$ cat config.mk
export PLATFORM = sky130hd
export DESIGN_NAME = instr_fetch
export DESIGN_NICKNAME = d
export VERILOG_FILES = /design/src/rtl/fetch_pkg.sv /design/src/rtl/fetch_fifo.sv /design/src/rtl/instr_fetch.sv
export SDC_FILE = /design/constraint.sdc
export NUM_CORES = 1
export LEC_CHECK = 0
export CORE_ASPECT_RATIO = 1.1
export CORE_MARGIN = 10
export CORE_UTILIZATION = 54
export DETAILED_ROUTE_END_ITERATION = 8
export GPL_TIMING_DRIVEN = 0
export PLACE_DENSITY = 0.91
export SLEW_MARGIN = 10
export SYNTH_ARGS = -nofsm -noshare
export SYNTH_HDL_FRONTEND = slang
export SYNTH_SLANG_ARGS = --single-unit
$ cat constraint.sdc
create_clock -name clk -period 5.3 [get_ports clk]
set_clock_uncertainty 0.1 [all_clocks]
set_input_delay 0.795 -clock clk [delete_from_list [all_inputs] [get_ports clk]]
set_output_delay 0.795 -clock clk [all_outputs]
set_load 0.01 [all_outputs]
$ cat src/rtl/fetch_pkg.sv
// Shared types for the instruction fetch unit: fetch FSM states, buffered entry layout,
// and the PC reset value.
package fetch_pkg;

    localparam int unsigned QU_PC_WIDTH    = 32;
    localparam int unsigned QU_INSTR_WIDTH = 32;

    localparam logic [QU_PC_WIDTH-1:0] QU_PC_RESET_VAL = '0;

    typedef enum logic [1:0] {
        INIT  = 2'd0,
        RUN   = 2'd1,
        DRAIN = 2'd2
    } fetch_state_t;

    typedef struct packed {
        logic [QU_PC_WIDTH-1:0]    pc;
        logic [QU_INSTR_WIDTH-1:0] instr;
    } fetch_entry_t;

endpackage

$ cat src/rtl/fetch_fifo.sv
// Generic synchronous FIFO with a flush input and asynchronous active-low reset.
// DEPTH must be a power of two, at least 2.
module fetch_fifo #(
    parameter int unsigned WIDTH = 32,
    parameter int unsigned DEPTH = 4
) (
    input  logic                   clk,
    input  logic                   rst,
    input  logic                   flush,
    input  logic                   push,
    input  logic [WIDTH-1:0]       push_data,
    input  logic                   pop,
    output logic [WIDTH-1:0]       pop_data_c,
    output logic                   empty_c,
    output logic                   full_c,
    output logic [$clog2(DEPTH):0] count_c
);

    localparam int unsigned AW = $clog2(DEPTH);
    localparam int unsigned PW = AW + 1;

    logic [WIDTH-1:0] mem [DEPTH];
    logic [PW-1:0]    wr_ptr_q;
    logic [PW-1:0]    rd_ptr_q;
    logic             do_push;
    logic             do_pop;

    // Extra pointer bit separates full (MSBs differ) from empty (pointers equal).
    assign count_c    = wr_ptr_q - rd_ptr_q;
    assign empty_c    = (wr_ptr_q == rd_ptr_q);
    assign full_c     = (wr_ptr_q[AW-1:0] == rd_ptr_q[AW-1:0]) && (wr_ptr_q[AW] != rd_ptr_q[AW]);
    assign do_push    = push && !full_c && !flush;
    assign do_pop     = pop && !empty_c && !flush;
    assign pop_data_c = mem[rd_ptr_q[AW-1:0]];

    always_ff @(posedge clk or negedge rst) begin
        if (!rst) begin
            wr_ptr_q <= '0;
            rd_ptr_q <= '0;
        end else if (flush) begin
            wr_ptr_q <= '0;
            rd_ptr_q <= '0;
        end else begin
            if (do_push) wr_ptr_q <= wr_ptr_q + PW'(1);
            if (do_pop)  rd_ptr_q <= rd_ptr_q + PW'(1);
        end
    end

    always_ff @(posedge clk) begin
        if (do_push) mem[wr_ptr_q[AW-1:0]] <= push_data;
    end

endmodule

$ cat src/rtl/instr_fetch.sv
// Instruction fetch: drives the PC counter, issues in-order imem reads under credit and
// buffers {pc, instr} for decode. Define INSTR_FETCH_PERF_EN to add performance counters.
module instr_fetch
    import fetch_pkg::*;
#(
    parameter int unsigned PC_WIDTH        = QU_PC_WIDTH,
    parameter int unsigned INSTR_WIDTH     = QU_INSTR_WIDTH,
    parameter int unsigned FIFO_DEPTH      = 4,
    parameter int unsigned MAX_OUTSTANDING = 4
) (
    input  logic                   clk,
    input  logic                   rst,
    input  logic [PC_WIDTH-1:0]    pc_cur,
    output logic                   pc_en,
    output logic                   pc_override,
    output logic [PC_WIDTH-1:0]    pc_target,
    input  logic                   redirect_valid,
    input  logic [PC_WIDTH-1:0]    redirect_pc,
    output logic                   imem_req_valid,
    input  logic                   imem_req_ready,
    output logic [PC_WIDTH-1:0]    imem_req_addr,
    input  logic                   imem_rsp_valid,
    input  logic [INSTR_WIDTH-1:0] imem_rsp_data,
    output logic                   instr_valid,
    input  logic                   instr_ready,
    output logic [INSTR_WIDTH-1:0] instr_data,
    output logic [PC_WIDTH-1:0]    instr_pc
`ifdef INSTR_FETCH_PERF_EN
    ,
    output logic [31:0]            perf_fetch_cnt,
    output logic [31:0]            perf_drop_cnt,
    output logic [31:0]            perf_stall_cnt
`endif
);

    localparam int unsigned CW = $clog2(FIFO_DEPTH) + 1;
    localparam int unsigned OW = $clog2(MAX_OUTSTANDING) + 1;
    localparam int unsigned SW = ((CW > OW) ? CW : OW) + 1;
    localparam int unsigned EW = PC_WIDTH + INSTR_WIDTH;

    fetch_state_t        state_q;
    fetch_state_t        state_d;
    logic [OW-1:0]       outstanding_q;
    logic [OW-1:0]       drop_cnt_q;
    logic [OW-1:0]       drop_next_c;
    logic                credit_ok_c;
    logic                fire_c;
    logic                rsp_acc_c;
    logic                buf_push_c;
    logic                buf_pop_c;

    logic [EW-1:0]       buf_head_c;
    logic                buf_empty_c;
    logic                buf_full_unused;
    logic [CW-1:0]       buf_count_c;
    logic [PC_WIDTH-1:0] pcq_head_c;
    logic                pcq_empty_unused;
    logic                pcq_full_unused;
    logic [OW-1:0]       pcq_count_unused;

    // Responses only count while something is in flight; stale post-reset data is ignored.
    assign rsp_acc_c   = imem_rsp_valid && (outstanding_q != '0);
    assign credit_ok_c = ((SW'(outstanding_q) + SW'(buf_count_c)) < SW'(FIFO_DEPTH))
                         && (outstanding_q < OW'(MAX_OUTSTANDING));
    assign drop_next_c = outstanding_q - OW'(rsp_acc_c);
    assign fire_c      = imem_req_valid && imem_req_ready;
    assign buf_pop_c   = instr_valid && instr_ready;
    assign imem_req_addr = pc_cur;

    always_ff @(posedge clk or negedge rst) begin
        if (!rst) state_q <= INIT;
        else      state_q <= state_d;
    end

    always_comb begin
        state_d = state_q;
        unique case (state_q)
            INIT:    state_d = RUN;
            RUN:     state_d = RUN;
            DRAIN:   if (rsp_acc_c && (drop_cnt_q == OW'(1))) state_d = RUN;
            default: state_d = INIT;
        endcase
        if (redirect_valid) state_d = (drop_next_c != '0) ? DRAIN : RUN;
    end

    always_comb begin
        imem_req_valid = 1'b0;
        pc_en          = 1'b0;
        pc_override    = 1'b0;
        pc_target      = PC_WIDTH'(QU_PC_RESET_VAL);
        buf_push_c     = 1'b0;
        if (state_q == RUN) begin
            imem_req_valid = credit_ok_c && !redirect_valid;
            buf_push_c     = rsp_acc_c && !redirect_valid;
        end
        pc_en = imem_req_valid && imem_req_ready;
        if (redirect_valid) begin
            pc_override = 1'b1;
            pc_target   = redirect_pc;
        end
    end

    // In-flight and to-be-discarded response counters.
    always_ff @(posedge clk or negedge rst) begin
        if (!rst) begin
            outstanding_q <= '0;
            drop_cnt_q    <= '0;
        end else begin
            outstanding_q <= outstanding_q + OW'(fire_c) - OW'(rsp_acc_c);
            if (redirect_valid)
                drop_cnt_q <= drop_next_c;
            else if ((state_q == DRAIN) && rsp_acc_c)
                drop_cnt_q <= drop_cnt_q - OW'(1);
        end
    end

    fetch_fifo #(
        .WIDTH (PC_WIDTH),
        .DEPTH (MAX_OUTSTANDING)
    ) u_pc_queue (
        .clk        (clk),
        .rst        (rst),
        .flush      (1'b0),
        .push       (fire_c),
        .push_data  (pc_cur),
        .pop        (rsp_acc_c),
        .pop_data_c (pcq_head_c),
        .empty_c    (pcq_empty_unused),
        .full_c     (pcq_full_unused),
        .count_c    (pcq_count_unused)
    );

    fetch_fifo #(
        .WIDTH (EW),
        .DEPTH (FIFO_DEPTH)
    ) u_instr_buf (
        .clk        (clk),
        .rst        (rst),
        .flush      (redirect_valid),
        .push       (buf_push_c),
        .push_data  ({pcq_head_c, imem_rsp_data}),
        .pop        (buf_pop_c),
        .pop_data_c (buf_head_c),
        .empty_c    (buf_empty_c),
        .full_c     (buf_full_unused),
        .count_c    (buf_count_c)
    );

    assign instr_valid = !buf_empty_c;
    assign instr_data  = buf_empty_c ? '0 : buf_head_c[INSTR_WIDTH-1:0];
    assign instr_pc    = buf_empty_c ? '0 : buf_head_c[EW-1:INSTR_WIDTH];

`ifdef INSTR_FETCH_PERF_EN
    // Free-running event counters, wrapping at 2^32.
    always_ff @(posedge clk or negedge rst) begin
        if (!rst) begin
            perf_fetch_cnt <= '0;
            perf_drop_cnt  <= '0;
            perf_stall_cnt <= '0;
        end else begin
            if (fire_c)                  perf_fetch_cnt <= perf_fetch_cnt + 32'd1;
            if (rsp_acc_c && !buf_push_c) perf_drop_cnt <= perf_drop_cnt + 32'd1;
            if ((state_q == RUN) && !credit_ok_c) perf_stall_cnt <= perf_stall_cnt + 32'd1;
        end
    end
`endif

endmodule
Word level (Yosys, flattened, before mapping)

Memories as Yosys holds them, arrays and structs flattened.
Cells that the tools add are included.
W data, S select, Z words.

Equality and inequality tests: 10
Add/sub/neg operators: 10
Order comparisons: 2
Reduce and logical (&&, ||, !) cells: 28
Mux-type cells: 20

Operator list:

| kind                  | count |
|---|---|
| $mux W32              | 3 |
| $mux W3               | 6 |
| $logic_and A1 B1 Y1   | 16 |
| $add A3 B1 Y3 const B | 4 |
| $mux W1               | 7 |
| $eq A3 B3 Y1          | 2 |
| $mux W2               | 3 |
| $reduce_bool A2 Y1    | 3 |
| $reduce_bool A3 Y1    | 2 |
| $sub A3 B1 Y3         | 2 |
| $logic_not A1 Y1      | 5 |
| $add A3 B3 Y4         | 1 |
| $eq A2 B2 Y1          | 2 |
| $lt A4 B3 Y1 const B  | 1 |
| $pmux W2 S2           | 1 |
| $add A3 B1 Y3         | 1 |
| $eq A3 B1 Y1 const B  | 1 |
| $lt A3 B3 Y1 const B  | 1 |
| $ne A3 B3 Y1 const B  | 1 |
| $sub A3 B1 Y3 const B | 1 |
| $sub A3 B3 Y3         | 1 |
| $eq A2 B1 Y1 const B  | 1 |
| $eq A2 B2 Y1 const B  | 1 |
| $logic_not A2 Y1      | 1 |
| 2 further kinds       | 3 |

Bits in writable memories: 384
Word-level logic and storage cells: 79
Output and inout port bits: 132
Register bits after elaboration: 20
Memories: 2
Bits of input ports: 102

Memories:

| name            | depth | bits a word | read ports | clocked after Yosys merged registers in | write ports | line             | RTL |
|---|---|---|---|---|---|---|---|
| u_instr_buf.mem | 4     | 64          | 1          | 0                                       | 1           | fetch_fifo.sv:22 | `logic [WIDTH-1:0] mem [DEPTH];` |
| u_pc_queue.mem  | 4     | 32          | 1          | 0                                       | 1           | fetch_fifo.sv:22 |  |

Longest topological paths before layout

Depth after elaboration: 10
Depth in mapped cells: 13
Gate-level depth less buffers: 12

Modules after synthesis

Synthesis repeated with hierarchy kept, for this count alone.

Cells, all modules: 831
Area, all modules: 16499.6 um^2

Modules (own cells, without submodules):

| module                   | area each (um^2) | cells each | seq. area each (um^2) | times used |
|---|---|---|---|---|
| fetch_fifo (u_instr_buf) | 9845.7           | 400        | 7837.5                | 1 |
| fetch_fifo (u_pc_queue)  | 5180.0           | 231        | 3993.8                | 1 |
| instr_fetch              | 1473.9           | 200        | 200.2                 | 1 |

Least setup slack after synthesis

No wires, ideal clock.

Path type: register to register
From: register u_instr_buf.rd_ptr_q[1]
To: memory u_pc_queue.mem[6][0] (netlist: u_pc_queue.mem[3][0]), enable pin
Library setup time: 394 ps
Arrival time: 3188 ps
Buffers on the path: 3
Clock period less this slack: 3682 ps
Slack: 1618 ps
Stages on the path, launching flop included: 11
Required time: 4806 ps
Cell sequence: dfrtp_1 -> buf_2 -> buf_2 -> inv_1 -> fa_1 -> xnor2_1 -> ha_1 -> nor4_1 -> and4b_1 -> buf_4 -> and3_1

Cells in the longest elaborated chain, start to end: 10

Ends and longest elaborated chain:

| element                       | line              | RTL |
|---|---|---|
| start, declared               | fetch_fifo.sv:24  | `logic [PW-1:0] rd_ptr_q;` |
| start signal, assigned        | fetch_fifo.sv:45  | `if (do_pop) rd_ptr_q <= rd_ptr_q + PW'(1);` |
| $sub A3 B3 Y3                 | fetch_fifo.sv:29  | `assign count_c = wr_ptr_q - rd_ptr_q;` |
| $add A3 B3 Y4                 | instr_fetch.sv:63 | `assign credit_ok_c = ((SW'(outstanding_q) + SW'(buf_count_c)) < SW'(FIFO_DEPTH))` |
| $lt A4 B3 Y1                  | instr_fetch.sv:63 |  |
| $logic_and A1 B1 Y1           | instr_fetch.sv:64 | `&& (outstanding_q < OW'(MAX_OUTSTANDING));` |
| $logic_and A1 B1 Y1           | instr_fetch.sv:93 | `imem_req_valid = credit_ok_c && !redirect_valid;` |
| $mux W1                       | instr_fetch.sv:92 | `if (state_q == RUN) begin` |
| $logic_and A1 B1 Y1           | -                 |  |
| net pc_en                     | instr_fetch.sv:14 | `output logic pc_en,` |
| $logic_and A1 B1 Y1           | fetch_fifo.sv:32  | `assign do_push = push && !full_c && !flush;` |
| $mux W1                       | fetch_fifo.sv:50  | `if (do_push) mem[wr_ptr_q[AW-1:0]] <= push_data;` |
| $mux W1 (not written as such) | fetch_fifo.sv:50  |  |
| end, declared                 | fetch_fifo.sv:22  |  |

The timed path passes the listed nets, and every way through them passes these cells.

Worst setup path after layout

From: register u_instr_buf.rd_ptr_q[1]
To: output pc_en

Cells in the longest elaborated chain, start to end: 7

Ends and longest elaborated chain:

| element             | line              | RTL |
|---|---|---|
| $sub A3 B3 Y3       | fetch_fifo.sv:29  |  |
| $add A3 B3 Y4       | instr_fetch.sv:63 |  |
| $lt A4 B3 Y1        | instr_fetch.sv:63 |  |
| $logic_and A1 B1 Y1 | instr_fetch.sv:64 |  |
| $logic_and A1 B1 Y1 | instr_fetch.sv:93 |  |
| $mux W1             | instr_fetch.sv:92 |  |
| $logic_and A1 B1 Y1 | instr_fetch.sv:96 | `pc_en = imem_req_valid && imem_req_ready;` |
| end, declared       | instr_fetch.sv:14 |  |

Every way passes these cells.

==> flow_summary.ini <==
[worst_setup_path]
crit_path_end_kind = output pin
crit_type = reg -> out
crit_buf_inv = 5
cpPeakStageDelay_ps = 550
worst_path_most_repeated_cell = buf_2
path_max_fanout = 10
cp_cell_sequence = buf_2 -> buf_2 -> inv_1 -> fa_1 -> xnor2_1 -> ha_1 -> nor4_1 -> and4b_1 -> buf_4 -> clkdlybuf4s50_1
critPathTopFamily = buffers and inverters
cp_slowest_cell = clkdlybuf4s50_1
crit_path_start_kind = flip-flop
cp_data_arrival_time_ps = 4120
required_ps = 4410

[place]
placed_area_um2 = 19000
dp_hpwl_mm = 23.2
io_buffers = 233
place_congestion = 0.770

[timing]
worstMarginPinSlew_ps = 1050
period_share = 0.945
rsz0062_at_grt = false
fin_crit_ps = 5010
slew_violations = 0
fmax_mhz = 200
finalSetupViolations = 0
finalHoldViolCount = 0
fin_tns_setup_ps = 0
hold_slack_ps = 395
slew-limit-headroom = 0.300

[floorplanning]
dieArea_um2 = 37000
fp-row-count = 66
design.core.area_um2 = 29500
start_util = 0.545
die_height_um = 201
dieWidth_um = 184
io_pins = 234

[clock_tree]
cts_resized = 0
clock_latency_ps = 530
cts_tree = built
h-tree-depth = 2
cts.hold.buffers_added = 0
cts_setup_buffers = 0
clock_sink_count = 404
cts_buffers = 38
cts_buffer_depth = 3
clock-root-buffer = clkbuf_16
path_clk_slew_ps = 60

[run]
maxCapViolCount = 0

[logic_synthesis]
ys_seq_elements = 404
yosysSeqAreaShare = 0.749
synth_flop_cell = edfxtp_1
yosysWarnings = 0
ys_top_cells_by_count = edfxtp_1 (384), mux4_2 (96), nor2b_1 (65), and2_1 (37), buf_4 (35)
synth.avg_cell_area_um2 = 20.9
synth_top_area_share = 0.718
synth_edf_count = 384
synth_cells = 770
synthesis.area_um2 = 16100
yosysTopAreaCell = edfxtp_1
synth_most_common_cell = edfxtp_1
synthTopCellsByArea = edfxtp_1 (72%), mux4_2 (13%), dfrtp_1 (3.1%)
synth_nets = 894
ys_async_sr_fraction = 0.0495
ys_types = 39

[finish]
fin_util = 0.686
drive_above_1_share = 0.201
nNetsFinal = 1174
syn2layout_area_growth_pct = 25.9
final_cell_area_um2 = 20200

[grt]
grt-ovfl-total = 0
grt_use_total = 0.191
grt_pass1_vias = 8826
antenna_found_initial = 1
grt_max_degree = 66
grt_pass1_wl_mm = 53.6

[power]
pwr_density_cell_nw_per_um2 = 377
peakVddDrop_v = 0.000298
power_leakage_nw = 6.62
power_mw = 7.61

[run_status]
status = completed

[drt]
drt-pass1-iter-count = 5
drt-initial-drc-count = 710
viasPerCell = 5.63
routed_wirelength_mm = 35.3
drc = 0
antenna_left = 0
vias = 8162
wire_per_inst_um = 24.3

[min_path]
hp-class = reg -> reg
per-stage QoR:
stage / setup slack, ps / cells
6_report: 290 / 1451
5_1_grt: 96.3 / 1451
4_1_cts: 238 / 1450
3_5_place_dp: 975 / 1384
3_3_place_gp: -128 / 1377
2_1_floorplan: 1620 / 770
registers in the layout (all words and copies together) (netlist names):
| name | count |
|---|---|
| drop_cnt_q | 3 |
| outstanding_q | 3 |
| state_q | 2 |
| u_instr_buf.mem | 256 |
| u_instr_buf.rd_ptr_q | 3 |
| u_instr_buf.wr_ptr_q | 3 |
| u_pc_queue.mem | 128 |
| u_pc_queue.rd_ptr_q | 3 |
| u_pc_queue.wr_ptr_q | 3 |
cells in the final DEF, fill, tap and decap left out, types with 3 or more instances in the layout:
cell / netlist / routed
and2_1: 37 / 34
and2_4: 1 / 4
and3_2: 0 / 4
buf_12: 0 / 4
buf_16: 0 / 3
buf_2: 14 / 14
buf_4: 35 / 35
bufinv_16: 0 / 3
clkbuf_1: 18 / 24
clkbuf_16: 0 / 39
clkdlybuf4s50_1: 0 / 233
clkinv_1: 0 / 9
clkinv_2: 0 / 5
clkinvlp_4: 0 / 3
dfrtp_1: 20 / 20
edfxtp_1: 384 / 384
ha_1: 20 / 20
inv_1: 14 / 14
mux2i_1: 4 / 4
mux4_2: 96 / 96
nand2_1: 4 / 4
nor2_1: 9 / 9
nor2b_1: 65 / 65
o21ai_0: 3 / 3
xnor2_1: 10 / 10
xor2_1: 6 / 6
area by class of cell:
type	count	area, um^2
antenna	1	2.50
timing repair buffer	240	2490
buffer	68	404
inverter	14	52.6
tap	374	468
clock inverter	21	180
clock buffer	45	998
sequential	404	12000
multi-input combinational	284	3580
fill	1794	9270
worst reg2reg max path, stage by stage, from the launching register on:
cell and delay (ps):
dfrtp_1 440, buf_2 340, buf_2 350, inv_1 150
fa_1 450, xnor2_1 190, ha_1 250, nor4_1 390
and4b_1 310, buf_4 170, and3_2 560, buf_16 230
report_power, final:
| part | internal, mW | total (mW) | switching, mW |
|---|---|---|---|
| Clock | 1.49 | 2.60 | 1.11 |
| Sequential | 3.72 | 3.79 | 0.0656 |
| Combinational | 0.601 | 1.23 | 0.627 |
path summary, 6_finish.rpt:
check / to / from / cells past startpoint / slack, ps
max: pc_en / u_instr_buf.rd_ptr_q[1]$_DFFE_PN0P_ / 10 / 290
max reg2reg: u_pc_queue.mem[3][3]$_DFFE_PP_ / u_instr_buf.rd_ptr_q[1]$_DFFE_PN0P_ / 11 / 1060
min reg2reg: u_pc_queue.wr_ptr_q[2]$_DFFE_PN0P_ / u_pc_queue.wr_ptr_q[2]$_DFFE_PN0P_ / 1 / 400
min in group asynchronous: drop_cnt_q[0]$_DFFE_PN0P_ / rst / 1 / 720
max in group asynchronous: u_instr_buf.rd_ptr_q[1]$_DFFE_PN0P_ / rst / 1 / 3780
min: u_pc_queue.wr_ptr_q[2]$_DFFE_PN0P_ / u_pc_queue.wr_ptr_q[2]$_DFFE_PN0P_ / 1 / 400
routing by layer:
metal / track usage / up-vias / wire length (um)
li1: - / 3571 / -
met3: 0.0362 / 67 / 2180
met1: 0.233 / 4209 / 13400
met2: 0.328 / 315 / 18700
met4: 0.0715 / 0 / 984
met5: 0 / - / 0
cells by family after synthesis:
kind of cell               count (synthesis)  synth area share
muxes                                    101             0.138
AOI/OAI and AO/OA                         13           0.00670
xor gates and xnor gates                  17           0.00974
DFF                                      404             0.749
and+or+nand+nor                          131            0.0500
adders and majority gates                 22            0.0181
buffers and inverters                     82            0.0284
No activity file was read; power rests on OpenSTA's default activity.
